**src/rtl/if_fetch_stage.sv**
```systemverilog
// Instruction-fetch stage with IF/ID pipeline register, one-entry skid buffer and branch redirect.
// Optional performance counters are built when IF_FETCH_PERF_EN is defined.
module if_fetch_stage #(
  parameter logic [31:0] RESET_PC  = 32'h0000_0000,
  parameter logic [31:0] NOP_INSTR = 32'h0000_0000
) (
  input  logic        clk,
  input  logic        reset_n,
  input  logic        stall,
  input  logic        branch_taken,
  input  logic [31:0] branch_target,
  output logic        imem_req,
  output logic [31:0] imem_addr,
  input  logic        imem_ready,
  input  logic [31:0] imem_rdata,
  output logic [31:0] instruction,
  output logic [31:0] new_pc_value,
  output logic        if_valid
`ifdef IF_FETCH_PERF_EN
  ,
  output logic [31:0] fetch_count,
  output logic [31:0] flush_count
`endif
);

  typedef enum logic [1:0] {FETCH, HOLD, DISCARD} state_t;

  state_t      state;
  logic [31:0] pc;
  logic [31:0] addr_q;
  logic        req_q;
  logic [31:0] skid_instr;
  logic [31:0] skid_pc4;
  logic [31:0] addr_inc;

  assign addr_inc  = addr_q + 32'd4;
  assign imem_req  = req_q;
  assign imem_addr = addr_q;

  // req_q distinguishes "FETCH with a request in flight" from "FETCH, not yet issued" after reset.
  always_ff @(posedge clk or negedge reset_n) begin
    if (!reset_n) begin
      state        <= FETCH;
      pc           <= RESET_PC;
      addr_q       <= RESET_PC;
      req_q        <= 1'b0;
      skid_instr   <= 32'd0;
      skid_pc4     <= 32'd0;
      instruction  <= NOP_INSTR;
      new_pc_value <= 32'd0;
      if_valid     <= 1'b0;
    end else if (branch_taken) begin
      instruction <= NOP_INSTR;
      if_valid    <= 1'b0;
      pc          <= branch_target;
      skid_instr  <= 32'd0;
      skid_pc4    <= 32'd0;
      // An unfinished request cannot be aborted, so it is drained in DISCARD first.
      if (req_q && !imem_ready) begin
        state <= DISCARD;
      end else begin
        state  <= FETCH;
        req_q  <= 1'b1;
        addr_q <= branch_target;
      end
    end else begin
      case (state)
        FETCH: begin
          if (!req_q) begin
            req_q  <= 1'b1;
            addr_q <= pc;
            if (!stall) begin
              instruction <= NOP_INSTR;
              if_valid    <= 1'b0;
            end
          end else if (imem_ready) begin
            if (!stall) begin
              instruction  <= imem_rdata;
              new_pc_value <= addr_inc;
              if_valid     <= 1'b1;
              pc           <= addr_inc;
              addr_q       <= addr_inc;
            end else begin
              skid_instr <= imem_rdata;
              skid_pc4   <= addr_inc;
              req_q      <= 1'b0;
              state      <= HOLD;
            end
          end else if (!stall) begin
            instruction <= NOP_INSTR;
            if_valid    <= 1'b0;
          end
        end
        HOLD: begin
          if (!stall) begin
            instruction  <= skid_instr;
            new_pc_value <= skid_pc4;
            if_valid     <= 1'b1;
            pc           <= skid_pc4;
            addr_q       <= skid_pc4;
            req_q        <= 1'b1;
            state        <= FETCH;
          end
        end
        DISCARD: begin
          instruction <= NOP_INSTR;
          if_valid    <= 1'b0;
          if (imem_ready) begin
            addr_q <= pc;
            req_q  <= 1'b1;
            state  <= FETCH;
          end
        end
        default: begin
          state <= FETCH;
        end
      endcase
    end
  end

`ifdef IF_FETCH_PERF_EN
  logic load_valid;

  assign load_valid = !branch_taken && !stall &&
                      ((state == FETCH && req_q && imem_ready) || state == HOLD);

  always_ff @(posedge clk or negedge reset_n) begin
    if (!reset_n) begin
      fetch_count <= 32'd0;
      flush_count <= 32'd0;
    end else begin
      if (load_valid) begin
        fetch_count <= fetch_count + 32'd1;
      end
      if (branch_taken) begin
        flush_count <= flush_count + 32'd1;
      end
    end
  end
`endif

endmodule
```
**config.mk**
```make
export PLATFORM = sky130hd
export DESIGN_NAME = if_fetch_stage
export DESIGN_NICKNAME = d
export VERILOG_FILES = /design/src/rtl/if_fetch_stage.sv
export SDC_FILE = /design/constraint.sdc
export NUM_CORES = 1
export LEC_CHECK = 0
export ABC_AREA = 1
export CAP_MARGIN = 40
export CORE_MARGIN = 5
export CORE_UTILIZATION = 40
export CTS_BUF_LIST = sky130_fd_sc_hd__clkbuf_8 sky130_fd_sc_hd__clkbuf_16
export CTS_CLUSTER_SIZE = 12
export DETAILED_ROUTE_END_ITERATION = 12
export PLACE_DENSITY = 0.68
export SETUP_SLACK_MARGIN = 0.3
export SLEW_MARGIN = 15
export SYNTH_ARGS = -nofsm -noshare
export SYNTH_HDL_FRONTEND = slang
export SYNTH_SLANG_ARGS = --single-unit
```
**constraint.sdc**
```tcl
create_clock -name clk -period 4.25 [get_ports clk]
set_clock_uncertainty 0.15 [all_clocks]
set_input_delay 0.85 -clock clk [delete_from_list [all_inputs] [get_ports clk]]
set_output_delay 0.85 -clock clk [all_outputs]
set_load 0.02 [all_outputs]
```
# Yosys cells after proc, flatten, opt, wreduce, memory -nomap -nowiden
# Index checks and enable logic that the tools add are counted.
[totals]
elab_cells = 94
ff_bits = 196
output_inout_bits = 98
[classes]
n_bitwise = 1
n_reduce_logical = 17
mux = 50
eq_ne = 16
addsub = 1
[ops]
columns = ["op", "count"]
rows = [
  ["$mux 32", 25],
  ["$pmux 32 s3", 2],
  ["$pmux 32 s2", 1],
  ["$add 32x3->32 const B", 1],
  ["$ne 3x3->1 const B", 6],
  ["$mux 2", 7],
  ["$mux 1", 12],
  ["$reduce_and 6->1", 2],
  ["$ne 2x2->1 const B", 5],
  ["$reduce_and 5->1", 2],
  ["$reduce_bool 2->1", 5],
  ["$ne 4x4->1 const B", 2],
  ["$reduce_and 4->1", 2],
  ["$pmux 1 s3", 2],
  ["$pmux 2 s3", 1],
  ["$ne 5x5->1 const B", 1],
  ["$reduce_bool 4->1", 1],
  ["$reduce_and 3->1", 1],
  ["$reduce_bool 3->1", 1],
  ["$eq 2x1->1 const B", 1],
  ["$eq 2x2->1 const B", 1],
  ["$logic_not 2->1", 1],
  ["$logic_and 1x1->1", 1],
  ["$logic_not 1->1", 1],
  ["$not 1->1", 1],
]

# Depth between registers and ports, before layout
[logic_depth]
depth_word = 6
depth_mapped = 12
mapped_depth_nobuf = 12

# Least setup slack after synthesis
# Ideal clock, no wire load.
[synth_path]
kind = "input to register"
start = "input port branch_taken"
end = "register pc[27]"
path_buffers = 3
setup_ps = 120
setup_slack_ps = 2096
cell_stages = 10
arrival_time_ps = 1884
required_time_ps = 3980
cell_sequence = "buf_4 -> nor2_1 -> nand2_2 -> nand2_2 -> nor2_4 -> inv_2 -> buf_6 -> buf_6 -> nor2_1 -> a21oi_2"
[synth_between]
elab_chain_len = 2
word_cells_on_any_way = 7
classes_between = "eq/ne: 4; mux: 1; reduce/logical: 2"
[synth_rtl]
columns = ["element", "line_no", "source"]
rows = [
  ["start, declared", "10", "input logic branch_taken,"],
  ["$ne 3x3->1 (no line) / $reduce_bool 3->1 (equally long branches)", "--", ""],
  ["$reduce_and 5->1 (no line)", "--", ""],
  ["end signal, assigned", "55", "pc <= branch_target;"],
  ["end signal, assigned", "81", "pc <= addr_inc;"],
  ["end signal, assigned", "99", "pc <= skid_pc4;"],
  ["end, declared", "29", "logic [31:0] pc;"],
]
# Parallel ways exist; a longest one is shown, timed or not.
# A chain may end at the register's enable or synchronous reset.

# Final worst setup path
[layout_path]
start = "register req_q, in the netlist imem_req"
end = "output port imem_req"
[layout_rtl]
columns = ["element", "line_no", "source"]
rows = [
  ["start, declared", "31", "logic req_q;"],
  ["start signal, assigned", "46", "req_q <= 1'b0;"],
  ["start signal, assigned", "63", "req_q <= 1'b1;"],
  ["start signal, assigned", "70", "req_q <= 1'b1;"],
  ["end, declared", "12", "output logic imem_req,"],
]
# No word-level cell between the ends.

==> flow_summary.toml <==
[routing]
first_iter_violations = 876
post_drt_wl_per_cell_um = 16.55
vias_per_cell = 5.167
drc_errors = 0
routed_wl_mm = 34.10
dr.pass1.iters = 5
via_count = 10644
ant_nets = 0

[yosys]
synth_seq_cells = 196
synth_top_family_by_area = "simple AND/OR/NAND/NOR gates"
syn_area_per_cell_um2 = 7.178
synth_compound_area_frac = 0.1561
synth-xor-area-share = 0.01356
synth-simple-area-share = 0.2714
synthTopCellsByArea = "dfrtp_1 44%, nand2_1 16%, inv_1 6.7%"
syn_area_um2 = 11080
yosys.area_share.adder = 0.004519
yosysWarnings = 0
synthCells = 1543
yosysTopAreaCell = "dfrtp_1"
synth_seq_area_share = 0.4428
synth_cell_types = 43
synth_top_area_frac = 0.4428
syn_nets = 1616
synthMuxAreaShare = 0

[global_routing]
overflow = 0
grt_pass1_wl_mm = 55.69
grt_usage = 0.2215
grt_pass1_vias = 10759
antenna_found_initial = 2
grt_max_degree = 89

[timing]
period_needed_ps = 2969
final_hold_viol_count = 0
tns_ps = 0
clock.fmax_ghz = 0.3368
finalCritPeriodShare = 0.6986
slew-limit-headroom = 0.5241
worst_slew_pin_slew_ps = 712.8
setup_viol_count_final = 0
drv_slew = 0
rsz0062_at_grt = "no"

[placed_design]
gp_congestion = 0.8540
dp_hpwl_mm = 22.64
io_buffers = 166

[layout]
most-common-layout-cells = "468 x nand2_1, 199 x inv_1, 196 x dfrtp_1, 164 x clkdlybuf4s50_1, 148 x nor2_1"
nNetsFinal = 1742
layout-drive-gt1-share = 0.07253
diodes = 0
synthToLayoutAreaGrowth_pct = 23.44
utilization = 0.4962
final_common_cell = "nand2_1"

[pwr]
p_total_w = 0.007668
leakagePower_nw = 6.533
vdd_drop_max_mv = 0.2149
power_density_nw_per_um2 = 560.9

[cts]
holdBufCountCts = 0
cts_tree = "done"
numCtsBuffers = 17
insertion_delay_ps = 450
post_cts_buffers = 0
cts.sinks = 196
cts-root-buf = "clkbuf_16"
htreeDepth = 4
cts.reportedPaths.clkPinSlew_ps = 80
cts_buffer_depth = 2
cts_resized = 0

[floorplanning]
dieWidth_um = 176.4
die_y_um = 176.4
die_area_um2 = 31120
ios = 167
fp-row-count = 61
start_util = 0.4020
core_area_um2 = 27550

[run]
max_cap_viol_count = 0

[setup_path]
crit_chain = "buf_4, clkdlybuf4s50_1"
critical_path_class = "reg -> out"
cp_data_arrival_time_ps = 1970
cp-end-kind = "primary output"
crit_required_ps = 3250
critical-path-max-stage-delay_ps = 740
critPathLaunchType = "flip-flop"
rrSetupSlack_ps = 1390
crit_path_max_fanout = 32
slowest_stage = "clkdlybuf4s50_1"

[min_path]
hold_path_class = "in -> async"

[status]
status = "finished clean"
-- registers in the layout, indices dropped and copies added, names as in the netlist --
| signal | flops |
|---|---|
| state | 2 |
| pc | 32 |
| imem_req | 1 |
| skid_instr | 32 |
| if_valid | 1 |
| instruction | 32 |
| imem_addr | 32 |
| new_pc_value | 32 |
| skid_pc4 | 32 |
-- where the power goes --
part | internal, W | total (W) | switching, W | leakage, nW
clock | 0.000798 | 0.00166 | 0.000859 | 0.291
combinational | 0.00127 | 0.00318 | 0.00191 | 3.75
sequential | 0.00234 | 0.00283 | 0.000491 | 2.49
total | 0.00441 | 0.00767 | 0.00326 | 6.53
-- synthesized netlist by cell type, drive strengths merged --
cell and n:
a21oi 76, a22oi 3, a31oi 10, buf 42, clkbuf 42, clkinv 3
dfrtp 196, ha 4, inv 211, nand2 483, nand3 61, nand3b 3
nand4 2, nor2 169, nor3 2, nor4 1, o211ai 3, o21ai 132
o21bai 4, o221ai 2, o22ai 80, o32ai 1, or2 1, xnor2 4
xor2 8
-- critical path, delay by kind of cell (launching register included) --
kind | cells | cell delay, ps
buffers and inverters | 2 | 1160
DFF | 1 | 360
-- through the flow --
step / instance area, um^2 / hold slack (ps) / std cells / worst slack [ps]
after floorplan: 11080 / 330.9 / 1543 / 2096
after global placement: 12980 / 313.6 / 2024 / 320.8
after detailed placement: 13060 / 315.1 / 2028 / 826.4
after CTS: 13670 / 85.57 / 2060 / 1282
after global routing: 13670 / 92.40 / 2060 / 1090
final: 13670 / 94.58 / 2060 / 1281
-- kinds of logic (layout without fill, tap and decap cells) --
logic type | after synthesis | after routing
fa+ha+maj | 4 | 4
compound gates | 311 | 311
xor+xnor | 12 | 12
flops | 196 | 196
buf+inv | 298 | 437
simple gates | 722 | 722
-- worst paths after layout --
kind / from / end / cells past startpoint
worst min-delay path: reset_n / skid_pc4[31] / 1
worst min register to register: new_pc_value[29] / new_pc_value[29] / 2
worst max-delay path: imem_req / imem_req / 2
worst max register to register: state[1] / imem_addr[7] / 11
min in group clk: new_pc_value[29] / new_pc_value[29] / 2
max in group asynchronous: reset_n / skid_pc4[14] / 2
-- layer usage --
| layer | vias up | routed length, um | global-route usage |
|---|---|---|---|
| met5 | - | 21 | 0 |
| met4 | 4 | 806 | 0.07672 |
| met3 | 60 | 2749 | 0.04989 |
| met2 | 430 | 15740 | 0.3586 |
| met1 | 5020 | 14780 | 0.2945 |
| li1 | 5130 | - | - |
-- cell type report --
cell class              instances  area (um^2)
multi-input cells            1049         4942
clock inverters                15        182.7
repair buffers                191         1941
well taps                     378        473.0
inverters                     214        803.3
fillers                      2702        13880
flip-flops and latches        196         4905
clock buffers                  17        425.4
Note: power is estimated with default switching activity, not from simulation.
